===== src/rtl/ukf_lower_read_scheduler_if.sv =====
// Bus between the lower-triangle read scheduler, the four lower-lane FIFOs and the lower PE.
// Handshake: a read fires only in a cycle where the owning lane is non-empty and pe_ready=1; pe_valid follows exactly one cycle later, is never held and needs no ready of its own.
interface ukf_lower_read_scheduler_if #(
  parameter int SIZE_W  = 6,
  parameter int STALL_W = 16
) ();
  logic               start;
  logic [SIZE_W-1:0]  matrix_size;
  logic [3:0]         empty_l;
  logic               pe_ready;
  logic [3:0]         fifo_rde_l;
  logic               pe_valid;
  logic [SIZE_W-1:0]  pe_row;
  logic [SIZE_W-1:0]  pe_col;
  logic               pe_last;
  logic               busy;
  logic               stall;
  logic               done;
  logic [STALL_W-1:0] stall_cycles;

  // master is the scheduler; slave is the FIFO/PE side driving requests and flags.
  modport master (
    input  start, matrix_size, empty_l, pe_ready,
    output fifo_rde_l, pe_valid, pe_row, pe_col, pe_last, busy, stall, done, stall_cycles
  );
  modport slave (
    output start, matrix_size, empty_l, pe_ready,
    input  fifo_rde_l, pe_valid, pe_row, pe_col, pe_last, busy, stall, done, stall_cycles
  );
endinterface


===== src/rtl/ukf_lower_read_scheduler.sv =====
// Walks the strictly-lower triangle column-major, reading row r from lane r mod 4 into the lower PE.
// Optional stall counter enabled by defining UKF_SCHED_STALL_CNT_EN.
module ukf_lower_read_scheduler #(
  parameter int SIZE_W  = 6,
  parameter int STALL_W = 16
) (
  input  logic                          slow_clock,
  input  logic                          rst,
  ukf_lower_read_scheduler_if.master    bus,
  output logic [1:0]                    state_dbg
);
  typedef enum logic [1:0] {IDLE = 2'd0, ISSUE = 2'd1, DRAIN = 2'd2, DONE = 2'd3} state_t;

  state_t              state_q, state_d;
  logic [SIZE_W-1:0]   n_q, row_q, col_q;
  logic [SIZE_W-1:0]   pe_row_q, pe_col_q;
  logic                pe_valid_q, pe_last_q;
  logic [1:0]          lane;
  logic                issue, row_is_last, last_elem, start_acc;
  logic [3:0]          rde_w;
  logic                stall_w;
  logic [STALL_W-1:0]  stall_cycles_w;

  assign lane        = row_q[1:0];
  assign issue       = (state_q == ISSUE) && !bus.empty_l[lane] && bus.pe_ready;
  assign row_is_last = (row_q == n_q - SIZE_W'(1));
  assign last_elem   = row_is_last && (col_q == n_q - SIZE_W'(2));
  assign start_acc   = (state_q == IDLE) && bus.start;

  always_comb begin
    state_d = state_q;
    rde_w   = 4'b0000;
    stall_w = 1'b0;
    case (state_q)
      IDLE: begin
        if (bus.start) state_d = (bus.matrix_size >= SIZE_W'(2)) ? ISSUE : DONE;
      end
      ISSUE: begin
        if (issue) begin
          rde_w = 4'b0001 << lane;
          if (last_elem) state_d = DRAIN;
        end else begin
          stall_w = 1'b1;
        end
      end
      DRAIN:   state_d = DONE;
      DONE:    state_d = IDLE;
      default: state_d = IDLE;
    endcase
  end

  always_ff @(posedge slow_clock) begin
    if (!rst) begin
      state_q    <= IDLE;
      n_q        <= '0;
      row_q      <= '0;
      col_q      <= '0;
      pe_row_q   <= '0;
      pe_col_q   <= '0;
      pe_valid_q <= 1'b0;
      pe_last_q  <= 1'b0;
    end else begin
      state_q    <= state_d;
      pe_valid_q <= issue;
      pe_last_q  <= issue && last_elem;
      if (issue) begin
        pe_row_q <= row_q;
        pe_col_q <= col_q;
      end
      if (start_acc) begin
        n_q   <= bus.matrix_size;
        col_q <= '0;
        row_q <= SIZE_W'(1);
      end else if (issue && !last_elem) begin
        // Bottom of a column: the next column starts just below its diagonal.
        if (row_is_last) begin
          col_q <= col_q + SIZE_W'(1);
          row_q <= col_q + SIZE_W'(2);
        end else begin
          row_q <= row_q + SIZE_W'(1);
        end
      end
    end
  end

`ifdef UKF_SCHED_STALL_CNT_EN
  logic [STALL_W-1:0] stall_cnt_q;

  always_ff @(posedge slow_clock) begin
    if (!rst)                                 stall_cnt_q <= '0;
    else if (start_acc)                       stall_cnt_q <= '0;
    else if (stall_w && (stall_cnt_q != '1))  stall_cnt_q <= stall_cnt_q + STALL_W'(1);
  end

  assign stall_cycles_w = stall_cnt_q;
`else
  assign stall_cycles_w = {STALL_W{1'b0}};
`endif

  assign bus.fifo_rde_l   = rde_w;
  assign bus.stall        = stall_w;
  assign bus.busy         = (state_q != IDLE);
  assign bus.done         = (state_q == DONE);
  assign bus.pe_valid     = pe_valid_q;
  assign bus.pe_last      = pe_last_q;
  assign bus.pe_row       = pe_row_q;
  assign bus.pe_col       = pe_col_q;
  assign bus.stall_cycles = stall_cycles_w;
  assign state_dbg        = state_q;
endmodule


===== src/flat_wrapper.sv =====
// flat-port wrapper written by rule: the top's interface ports become plain ports
module ukf_lower_read_scheduler_flat 
#(
  parameter int SIZE_W  = 6,
  parameter int STALL_W = 16
)
  (slow_clock, rst, state_dbg, bus_start, bus_matrix_size, bus_empty_l, bus_pe_ready, bus_fifo_rde_l, bus_pe_valid, bus_pe_row, bus_pe_col, bus_pe_last, bus_busy, bus_stall, bus_done, bus_stall_cycles);
  ukf_lower_read_scheduler_if #(.SIZE_W(SIZE_W), .STALL_W(STALL_W)) bus_i ();
  input  logic slow_clock;
  input  logic rst;
  output logic [1:0] state_dbg;
  input wire logic [$bits(bus_i.start)-1:0] bus_start;
  input wire logic [$bits(bus_i.matrix_size)-1:0] bus_matrix_size;
  input wire logic [$bits(bus_i.empty_l)-1:0] bus_empty_l;
  input wire logic [$bits(bus_i.pe_ready)-1:0] bus_pe_ready;
  output wire logic [$bits(bus_i.fifo_rde_l)-1:0] bus_fifo_rde_l;
  output wire logic [$bits(bus_i.pe_valid)-1:0] bus_pe_valid;
  output wire logic [$bits(bus_i.pe_row)-1:0] bus_pe_row;
  output wire logic [$bits(bus_i.pe_col)-1:0] bus_pe_col;
  output wire logic [$bits(bus_i.pe_last)-1:0] bus_pe_last;
  output wire logic [$bits(bus_i.busy)-1:0] bus_busy;
  output wire logic [$bits(bus_i.stall)-1:0] bus_stall;
  output wire logic [$bits(bus_i.done)-1:0] bus_done;
  output wire logic [$bits(bus_i.stall_cycles)-1:0] bus_stall_cycles;
  assign bus_i.start = bus_start;
  assign bus_i.matrix_size = bus_matrix_size;
  assign bus_i.empty_l = bus_empty_l;
  assign bus_i.pe_ready = bus_pe_ready;
  assign bus_fifo_rde_l = bus_i.fifo_rde_l;
  assign bus_pe_valid = bus_i.pe_valid;
  assign bus_pe_row = bus_i.pe_row;
  assign bus_pe_col = bus_i.pe_col;
  assign bus_pe_last = bus_i.pe_last;
  assign bus_busy = bus_i.busy;
  assign bus_stall = bus_i.stall;
  assign bus_done = bus_i.done;
  assign bus_stall_cycles = bus_i.stall_cycles;
  ukf_lower_read_scheduler #(.SIZE_W(SIZE_W), .STALL_W(STALL_W)) u_core (.slow_clock(slow_clock), .rst(rst), .bus(bus_i), .state_dbg(state_dbg));
endmodule

===== config.mk =====
export PLATFORM = sky130hd
export DESIGN_NAME = ukf_lower_read_scheduler_flat
export DESIGN_NICKNAME = d
export VERILOG_FILES = /design/src/rtl/ukf_lower_read_scheduler_if.sv /design/src/rtl/ukf_lower_read_scheduler.sv /design/src/flat_wrapper.sv
export SDC_FILE = /design/constraint.sdc
export NUM_CORES = 1
export LEC_CHECK = 0
export BUFFER_PORTS_ARGS = -buffer_cell sky130_fd_sc_hd__buf_2
export CAP_MARGIN = 25
export CORE_ASPECT_RATIO = 1.4
export CORE_UTILIZATION = 38
export CTS_CLUSTER_SIZE = 30
export DETAILED_ROUTE_END_ITERATION = 7
export HOLD_SLACK_MARGIN = 0.08
export MAX_ROUTING_LAYER = met4
export PLACE_DENSITY = 0.64
export SLEW_MARGIN = 20
export SYNTH_ARGS = -nofsm -noshare
export SYNTH_HDL_FRONTEND = slang
export SYNTH_SLANG_ARGS = --single-unit
export TNS_END_PERCENT = 30

===== constraint.sdc =====
create_clock -name slow_clock -period 3 [get_ports slow_clock]
set_input_delay 0.6 -clock slow_clock [delete_from_list [all_inputs] [get_ports slow_clock]]
set_output_delay 0.6 -clock slow_clock [all_outputs]
set_load 0.02 [all_outputs]

==> results.py, run 1 <==
metrics = {
    "power": {
        "p_leak_uw": 0.00100,
        "vdd.ir_drop.worst_v": 0.000266,
        "cellPowerDensity_nw_per_um2": 541,
    },
    "route": {
        "vias_per_cell": 5.03,
        "drt_iter0_drc": 115,
        "wire_per_inst_um": 13.0,
        "drt_pre_antenna_iters": 4,
        "wl_mm": 4.70,
        "ant_nets": 0,
        "drc_errors": 0,
        "num_vias": 1821,
    },
    "worst_setup_path": {
        "cp.depth": 5,
        "cp_slowest_stage_delay_ns": 0.56,
        "start_kind": "flop",
        "r2r_setup_slack_ns": 0.53,
        "endpoint": "bus_fifo_rde_l[3]",
        "path_cells": "mux2i_1 > nand4_1 > nand2_1 > and2_1 > buf_2",
        "r2r-end": "u_core.row_q[3]",
        "slowest_stage": "dfxtp_1",
        "startpoint": "u_core.row_q[0]",
        "path_max_fanout": 10,
        "cp_top_family": "simple AND/OR/NAND/NOR gates",
        "timing.reg2reg.worst_path_depth": 10,
        "cp.buffers_inverters": 1,
        "critPathKind": "flop to output port",
        "arrival_ns": 1.93,
        "cp-end-kind": "output port",
        "crit_required_ns": 2.40,
        "regToRegStartpoint": "u_core.n_q[2]",
    },
    "global_route": {
        "gr-max-usage-layer": "met2",
        "grt_overflow": 0,
        "grt_util_met2_pct": 29.7,
        "grt_pass1_vias": 1710,
        "grt_pass1_wl_mm": 7.88,
        "grt_usage_pct": 18.0,
        "antenna_found_initial": 0,
        "grt_max_degree": 22,
        "use_met1_pct": 20.5,
        "grt.met3_usage_pct": 3.55,
    },
    "cells_and_area": {
        "diodes": 0,
        "area_growth_pct": 11.3,
        "final_layout_size_suffix_gt1_share_pct": 16.2,
        "final_util_pct": 44.6,
        "nets": 323,
        "fill_cells": 543,
    },
    "cts": {
        "cts_max_level": 2,
        "cts_sinks": 34,
        "cts.clk_slew.worst_paths_ns": 0.07,
        "cts_tree": "done",
        "holdBufCountCts": 0,
        "clk_path_buf_depth": 2,
        "clk_latency_ns": 0.29,
        "postCtsSetupBuffers": 0,
        "cts_buffers": 5,
        "clockRootBuffer": "clkbuf_8",
        "cts-resized-gates": 0,
    },
    "sta": {
        "final_hold_viol_count": 0,
        "fin_crit_ns": 2.53,
        "worstMarginPinSlew_ns": 0.632,
        "fmax_ghz": 0.396,
        "setup_violations": 0,
        "grt_setup_unrepaired": "no",
        "fin_setup_tns_ns": 0,
        "max-slew-margin-rel_pct": 57.8,
        "fin_skew_ns": 0.00315,
        "fin_crit_sh_pct": 84.2,
        "slew_violations": 0,
    },
    "yosys": {
        "netlist.area_leader.share_pct": 32.5,
        "synth_most_common_cell": "nand2_1",
        "ys_seq_area_share_pct": 32.5,
        "dominantRegCellSynth": "dfxtp_1",
        "synth_edf_count": 0,
        "synthTopCellsByCount": "nand2_1, dfxtp_1, a21oi_1",
        "synth_cells": 265,
        "ys_async_sr_fraction_pct": 0,
        "syn_area_per_cell_um2": 7.91,
        "yosys_warnings": 0,
        "synth_top_cell_by_area": "dfxtp_1",
        "syn_area_um2": 2100,
        "ys_top_cells_by_area": "dfxtp_1, ha_1, nand2_1, buf_4, a21oi_1",
        "synthDistinctLibCells": 37,
        "synth_seq_cells": 34,
    },
    "floorplan": {
        "start_util_pct": 40.0,
        "fp.coreArea_um2": 5240,
        "die_h_um": 89.9,
        "die_w_um": 64.8,
        "dieArea_um2": 5820,
        "num_rows": 31,
        "ioPinCount": 53,
    },
    "job": {
        "cap_viol_max_count": 0,
    },
    "status": {
        "status": "finished, final reports clean",
    },
    "placement": {
        "gp_congestion": 0.853,
        "portBuffers": 36,
        "dpl.hpwl_mm": 3.47,
    },
    "min_path": {
        "hp-class": "flop to flop",
    },
}
cells by family (layout without fill, tap and decap cells):
| kind of cell | after synthesis | in the layout | share of synthesized area, % |
|---|---|---|---|
| xor gates and xnor gates | 21 | 21 | 8.77 |
| other | 1 | 16 | 0.179 |
| DFF | 34 | 34 | 32.5 |
| AOI/OAI and AO/OA | 46 | 46 | 13.7 |
| muxes | 5 | 5 | 2.39 |
| and+or+nand+nor | 103 | 103 | 23.3 |
| adders and majority gates | 14 | 14 | 8.35 |
| buffers and inverters | 41 | 57 | 10.9 |
how the worst min path moves through the flow:
stage	startpoint	end	slack, ns	depth (start not counted)
2_1_floorplan	u_core.row_q[5]	u_core.bus.pe_row[5]	0.47	2
3_3_place_gp	u_core.bus.pe_row[4]	u_core.bus.pe_row[4]	0.44	2
3_5_place_dp	u_core.bus.pe_row[2]	u_core.bus.pe_row[2]	0.44	2
4_1_cts	u_core.bus.pe_col[1]	u_core.bus.pe_col[1]	0.45	2
5_1_grt	u_core.bus.pe_col[0]	u_core.bus.pe_col[0]	0.47	2
6_report	u_core.bus.pe_row[4]	u_core.bus.pe_row[4]	0.45	2
where the power goes:
part	leakage (uW)	internal, uW	switching, uW	total [uW]
clock network	0.0000482	185	166	351
registers	0.000275	479	44.9	523
logic	0.000677	145	244	389
per-stage QoR:
stage	area, um2	worst slack, ns	total power (uW)	cells	hold slack [ns]
6_report	2330	0.474	1260	362	0.449
5_1_grt	2330	0.266	1350	362	0.468
4_1_cts	2330	0.476	1270	362	0.453
3_5_place_dp	2240	0.573	927	354	0.442
3_3_place_gp	2240	0.672	921	354	0.439
2_1_floorplan	2150	0.624	852	280	0.469
cell usage in the layout, fill, tap and decap left out, types with 2 or more instances in the layout:
master / synthesis / final
or3_1: 3 / 3
inv_1: 11 / 11
conb_1: 1 / 16
and2_1: 9 / 9
mux2i_1: 5 / 5
and3_1: 3 / 3
nor3_1: 3 / 3
buf_2: 2 / 36
ha_1: 14 / 14
xor2_1: 9 / 9
a21oi_1: 21 / 21
xnor2_1: 12 / 12
nand2_1: 45 / 45
a31oi_1: 7 / 7
o21ai_0: 7 / 7
dfxtp_1: 34 / 34
o22ai_1: 2 / 2
a211oi_1: 3 / 3
nand4_1: 6 / 6
nor4_1: 3 / 3
o2bb2ai_1: 2 / 2
nand3_1: 13 / 13
clkbuf_8: 0 / 6
nor2b_1: 2 / 2
nor2_1: 11 / 11
buf_4: 17 / 2
worst register-to-register path: stages, from the launching register on:
cell       delay, ns
dfxtp_1         0.35
inv_1           0.12
ha_1            0.22
a21boi_1        0.25
xnor2_1         0.14
nand3_1         0.13
a2111oi_4       0.30
buf_4           0.27
and2_1          0.21
a211oi_1        0.08
nor4_1          0.29
state kept, by name, summed over array words and instances, names as in the netlist:
signal               cells
u_core.state_dbg         2
u_core.row_q             6
u_core.bus.pe_col        6
u_core.bus.pe_last       1
u_core.bus.pe_row        6
u_core.n_q               6
u_core.bus.pe_valid      1
u_core.col_q             6
cell type report:
type                            instances  area [um2]  area share [%]
Clock inverter                          1        5.00           0.214
Clock buffer                            7        86.3            3.70
Tap cell                               66        82.6            3.54
Inverter                               11        41.3            1.77
Timing Repair Buffer                   38         195            8.36
Sequential cell                        34         681            29.2
Multi-Input combinational cell        205        1240            53.3
layer usage:
layer | share of wire (%) | wire length, um
met2 | 50 | 2370
met4 | 1.9 | 90
met5 | 0 | 0
met1 | 43 | 2040
met3 | 4.2 | 195
(Power assumes the default switching activity.)
==> run 2, diff against run 1 <==
--- a/config.mk
+++ b/config.mk
@@ -13,7 +13,7 @@
 export DETAILED_ROUTE_END_ITERATION = 7
 export HOLD_SLACK_MARGIN = 0.08
 export MAX_ROUTING_LAYER = met4
-export PLACE_DENSITY = 0.64
+export PLACE_DENSITY = 0.67
 export SLEW_MARGIN = 20
 export SYNTH_ARGS = -nofsm -noshare
 export SYNTH_HDL_FRONTEND = slang
==> constraint.sdc (replaced) <==
create_clock -name slow_clock -period 2.1 [get_ports slow_clock]
set_input_delay 0.42 -clock slow_clock [delete_from_list [all_inputs] [get_ports slow_clock]]
set_output_delay 0.42 -clock slow_clock [all_outputs]
set_load 0.02 [all_outputs]
==> results.py, run 2 (synthesis results as in run 1) <==
metrics = {
    "global_route": {
        "gr-max-usage-layer": "met2",
        "grt.met3_usage_pct": 2.66,
        "use_met1_pct": 21.8,
        "grt_overflow": 0,
        "grt_max_degree": 22,
        "antenna_found_initial": 0,
        "grt_pass1_vias": 1890,
        "grt_usage_pct": 19.6,
        "grt_util_met2_pct": 33.7,
        "grt_pass1_wl_mm": 8.73,
    },
    "sta": {
        "fin_crit_sh_pct": 105,
        "grt_setup_unrepaired": "yes",
        "slew_violations": 0,
        "fin_skew_ns": 0.00366,
        "fmax_ghz": 0.453,
        "setup_ws_ns": -0.108,
        "worstMarginPinSlew_ns": 0.626,
        "max-slew-margin-rel_pct": 58.2,
        "final_hold_viol_count": 0,
        "setup_violations": 8,
        "fin_crit_ns": 2.21,
    },
    "placement": {
        "dp.cells": 379,
        "dpl.hpwl_mm": 3.81,
        "portBuffers": 36,
        "gp_congestion": 0.853,
        "postPlaceCellArea_um2": 2430,
    },
    "worst_setup_path": {
        "path_cells": "inv_4 > ha_4 > a21boi_4 > xnor2_1 > nand3_1 > a2111oi_4 > buf_6 > nand2_4 > or3_4 > a21oi_2",
        "slowest_stage": "a2111oi_4",
        "cp.buffers_inverters": 2,
        "cp-end-kind": "flop",
        "critPathKind": "flop to flop",
        "path_max_fanout": 8,
        "cp_slowest_stage_delay_ns": 0.37,
        "start_kind": "flop",
        "regToRegStartpoint": "u_core.n_q[1]",
        "arrival_ns": 2.42,
        "r2r-end": "u_core.col_q[4]",
        "cp_top_family": "compound AO/OA/AOI/OAI gates",
        "r2r_setup_slack_ns": -0.11,
        "timing.reg2reg.worst_path_depth": 10,
        "crit_required_ns": 2.31,
    },
    "floorplan": {
        "num_rows": 31,
        "die_h_um": 89.9,
        "fp.coreArea_um2": 5240,
        "start_util_pct": 40.0,
        "dieArea_um2": 5820,
        "die_w_um": 64.8,
        "ioPinCount": 53,
    },
    "min_path": {
        "min_to": "u_core.n_q[3]",
        "hp-start": "bus_matrix_size[3]",
        "whs_path_depth": 3,
        "hp-class": "input pin to flop",
    },
    "cts": {
        "cts_buffers": 5,
        "cts.clk_slew.worst_paths_ns": 0.06,
        "holdBufCountCts": 0,
        "cts_max_level": 2,
        "clk_path_buf_depth": 2,
        "cts_sinks": 34,
        "cts_tree": "done",
        "clk_latency_ns": 0.29,
        "clockRootBuffer": "clkbuf_8",
    },
    "cells_and_area": {
        "layout_common_cells": "nand2_1, buf_2, buf_4",
        "final_layout_size_suffix_gt1_share_pct": 32.1,
        "area_growth_pct": 30.8,
        "final_cell_area_um2": 2740,
        "final_util_pct": 52.4,
        "layout_commonest_cell": "nand2_1",
        "nets": 354,
        "fill_cells": 497,
        "final_cells": 393,
        "diodes": 0,
    },
    "power": {
        "pwr-share-clk_pct": 27.1,
        "cellPowerDensity_nw_per_um2": 756,
        "p_leak_uw": 0.00120,
        "switching_share_pct": 34.4,
        "combPwrFrac_pct": 37.1,
        "internal_power_uw": 1360,
        "vdd.ir_drop.worst_v": 0.000443,
        "switchingPower_uw": 714,
        "seq_power_share_pct": 35.8,
    },
    "route": {
        "drc_errors": 0,
        "ant_nets": 0,
        "drt_iter0_drc": 43,
        "drt_pre_antenna_iters": 4,
        "vias_per_cell": 4.94,
        "num_vias": 1940,
        "wire_per_inst_um": 13.2,
        "wl_mm": 5.18,
    },
    "status": {
        "failed_checks": "negative setup slack",
        "status": "complete, but fails checks",
    },
    "job": {
        "cap_viol_max_count": 0,
    },
}
run 2: cell count changes in the layout (fill, tap and decap cells not counted), moves of 3 or more:
cell and change:
buf_6 +3, dfxtp_1 -6, buf_4 +31, dfxtp_2 +5
buf_2 -3, ha_1 -4, ha_4 +4, inv_1 -3
run 2: power by group through the flow:
stage          clock (uW)  combinational, uW  sequential, uW
3_5_place_dp            0                643             741
5_1_grt               598                847             751
4_1_cts               573                697             734
3_3_place_gp            0                630             741
2_1_floorplan           0                473             751
6_report              561                770             742
run 2: per-stage QoR:
stage                     hold slack (ns)  setup TNS [ns]  setup WS [ns]  total power, uW
after global placement              0.439          -0.150        -0.0558             1370
final                               0.371          -0.330         -0.108             2070
after CTS                           0.377          -0.116        -0.0498             2000
after global routing                0.384           -1.55         -0.176             2200
after floorplan                     0.469         -0.0277        -0.0157             1220
after detailed placement            0.442          -0.946         -0.141             1380
run 2: metal layers:
metal  vias to the layer above  wire length (um)  part of all wire (%)
met1                       889              2070                    40
met2                        55              2750                    53
met4                         0               176                   3.4
li1                        980                 -                     -
met5                         -                 0                     0
met3                        16               188                   3.6
run 2: layout make-up:
| class | count | area, um2 | share of cell area (%) |
|---|---|---|---|
| Clock buffer | 8 | 110 | 4.01 |
| Inverter | 11 | 46.3 | 1.69 |
| Multi-Input combinational cell | 205 | 1370 | 49.8 |
| Sequential cell | 34 | 691 | 25.2 |
| Tap cell | 66 | 82.6 | 3.01 |
| Timing Repair Buffer | 69 | 447 | 16.3 |
run 2: worst max path at each step:
stage                        from         endpoint  depth (start not counted)
floorplan           u_core.n_q[2]  u_core.row_q[2]                         10
global placement    u_core.n_q[1]  u_core.col_q[4]                         10
detailed placement  u_core.n_q[2]  u_core.col_q[4]                         10
CTS                 u_core.n_q[2]  u_core.col_q[4]                         10
global route        u_core.n_q[1]  u_core.col_q[4]                         10
finish              u_core.n_q[1]  u_core.col_q[4]                         10
run 2: worst reg2reg max path: cells and delay by family (launching register included):
family | cells | cell delay (ns)
DFF | 1 | 0.33
and+or+nand+nor | 3 | 0.54
buffers and inverters | 2 | 0.28
adders and majority gates | 1 | 0.15
AOI/OAI and AO/OA | 3 | 0.69
xor gates and xnor gates | 1 | 0.14
run 2: repair_timing:
item | CTS | global route
cloned | 0 | 0
resized for setup | 14 | 25
setup endpoints to repair | 18 | 18
pin swaps | 10 | 6
buffers inserted | 5 | 1
==> run 3, diff against run 2 <==
--- a/config.mk
+++ b/config.mk
@@ -14,6 +14,7 @@
 export HOLD_SLACK_MARGIN = 0.08
 export MAX_ROUTING_LAYER = met4
 export PLACE_DENSITY = 0.67
+export SETUP_SLACK_MARGIN = 0.5
 export SLEW_MARGIN = 20
 export SYNTH_ARGS = -nofsm -noshare
 export SYNTH_HDL_FRONTEND = slang
==> results.py, run 3 (synthesis results as in run 1) <==
metrics = {
    "sta": {
        "final_hold_viol_count": 0,
        "slew_violations": 0,
        "grt_setup_unrepaired": "yes",
        "fin_crit_ns": 2.10,
        "worstMarginPinSlew_ns": 0.613,
        "fmax_ghz": 0.477,
        "fin_hold_ws_ns": 0.378,
        "fin_skew_ns": 0.00729,
        "fin_crit_sh_pct": 99.9,
        "max-slew-margin-rel_pct": 59.1,
        "setup_violations": 0,
    },
    "global_route": {
        "grt_pass1_wl_mm": 8.64,
        "grt_pass1_vias": 1843,
        "grt_overflow": 0,
        "grt_usage_pct": 19.5,
        "antenna_found_initial": 0,
        "grt_max_degree": 22,
    },
    "worst_setup_path": {
        "critPathKind": "flop to flop",
        "start_kind": "flop",
        "cp_slowest_stage_delay_ns": 0.35,
        "cp_top_family": "compound AO/OA/AOI/OAI gates",
        "path_cells": "inv_4 > ha_4 > a21boi_4 > nand2_2 > xnor2_2 > a2111oi_4 > buf_4 > nand2_4 > or3_1 > a21oi_1",
        "slowest_stage": "dfxtp_4",
        "path_max_fanout": 4,
        "arrival_ns": 2.31,
        "cp-end-kind": "flop",
        "cp.buffers_inverters": 2,
        "crit_required_ns": 2.31,
    },
    "cells_and_area": {
        "diodes": 0,
        "fill_cells": 506,
        "seq_area_um2": 701,
        "final_layout_size_suffix_gt1_share_pct": 34.6,
        "area_growth_pct": 32.0,
        "layout_common_cells": "nand2_1, buf_2, dfxtp_1",
        "multi_input_area_um2": 1380,
        "nets": 352,
        "final_cell_area_um2": 2770,
        "layout_commonest_cell": "nand2_1",
    },
    "cts": {
        "clk_latency_ns": 0.29,
        "cts_max_level": 2,
        "cts_buffers": 5,
        "cts.clk_slew.worst_paths_ns": 0.06,
        "clockRootBuffer": "clkbuf_8",
        "cts_tree": "done",
        "clk_path_buf_depth": 2,
        "cts_sinks": 34,
    },
    "status": {
        "status": "finished, final reports clean",
    },
    "placement": {
        "postPlaceCellArea_um2": 2450,
        "gp_congestion": 0.858,
        "portBuffers": 36,
        "dpl.hpwl_mm": 3.84,
    },
    "min_path": {
        "hp-class": "input pin to flop",
    },
    "floorplan": {
        "dieArea_um2": 5820,
        "die_w_um": 64.8,
        "ioPinCount": 53,
        "num_rows": 31,
        "die_h_um": 89.9,
        "fp.coreArea_um2": 5240,
        "start_util_pct": 40.0,
    },
    "route": {
        "num_vias": 1972,
        "wire_per_inst_um": 13.2,
        "drc_errors": 0,
        "wl_mm": 5.16,
        "drt_pre_antenna_iters": 4,
        "ant_nets": 0,
        "drt_iter0_drc": 39,
        "vias_per_cell": 5.06,
    },
    "power": {
        "p_leak_uw": 0.00120,
        "cellPowerDensity_nw_per_um2": 734,
        "vdd.ir_drop.worst_v": 0.000531,
    },
    "job": {
        "cap_viol_max_count": 0,
    },
}
==> run 3: layout make-up <==
cell class | count | share of cell area [%]
Clock buffer | 7 | 3.12
Sequential cell | 34 | 25.3
Timing Repair Buffer | 67 | 16.9
Tap cell | 66 | 2.98
Multi-Input combinational cell | 205 | 49.9
Inverter | 11 | 1.76
==> run 3: repair_timing <==
action / in CTS / in global routing
hold buffers: 0 / 0
buffers inserted: 5 / 2
pin swaps: 11 / 14
cloned: 1 / 0
setup endpoints to repair: 26 / 28
gates resized for setup: 29 / 19
==> run 3: metrics by stage <==
step | worst slack (ns) | power (uW) | TNS [ns] | utilization (%) | cells
global placement | 0.00687 | 1410 | 0 | 46.9 | 375
CTS | -0.0537 | 2000 | -0.178 | 51.3 | 388
global route | -0.0976 | 2150 | -0.816 | 52.9 | 390
finish | 0.00204 | 2030 | 0 | 52.9 | 390
detailed placement | -0.0443 | 1420 | -0.119 | 46.9 | 375
floorplan | 0.0629 | 1270 | 0 | - | 280
==> run 3: worst register-to-register path, cell delays in order (launching register included) <==
cell,delay [ns]
dfxtp_4,0.35
inv_4,0.07
ha_4,0.13
a21boi_4,0.19
nand2_2,0.08
xnor2_2,0.15
a2111oi_4,0.35
buf_4,0.20
nand2_4,0.05
or3_1,0.33
a21oi_1,0.12
==> run 3: metal layers <==
| metal | part of all wire, % | up-vias | track usage (%) |
|---|---|---|---|
| li1 | - | 982 | - |
| met4 | 2.6 | 0 | 8.52 |
| met1 | 40 | 925 | 21.5 |
| met3 | 3.2 | 12 | 2.92 |
| met2 | 54 | 53 | 33.7 |
| met5 | 0 | - | - |
==> run 3: final timing paths <==
path / startpoint / end / slack, ns / cells past startpoint
setup reg to reg: u_core.n_q[1] / u_core.col_q[4] / 0.002 / 10
hold reg to reg: u_core.bus.pe_col[5] / u_core.bus.pe_col[5] / 0.45 / 2
setup / recovery: u_core.n_q[1] / u_core.col_q[4] / 0.002 / 10
hold / removal: bus_matrix_size[0] / u_core.n_q[0] / 0.38 / 3
==> run 3: power breakdown <==
| group | total, uW | internal (uW) | switching, uW |
|---|---|---|---|
| combinational | 804 | 365 | 439 |
| sequential | 745 | 694 | 50.8 |
| clock | 481 | 260 | 221 |
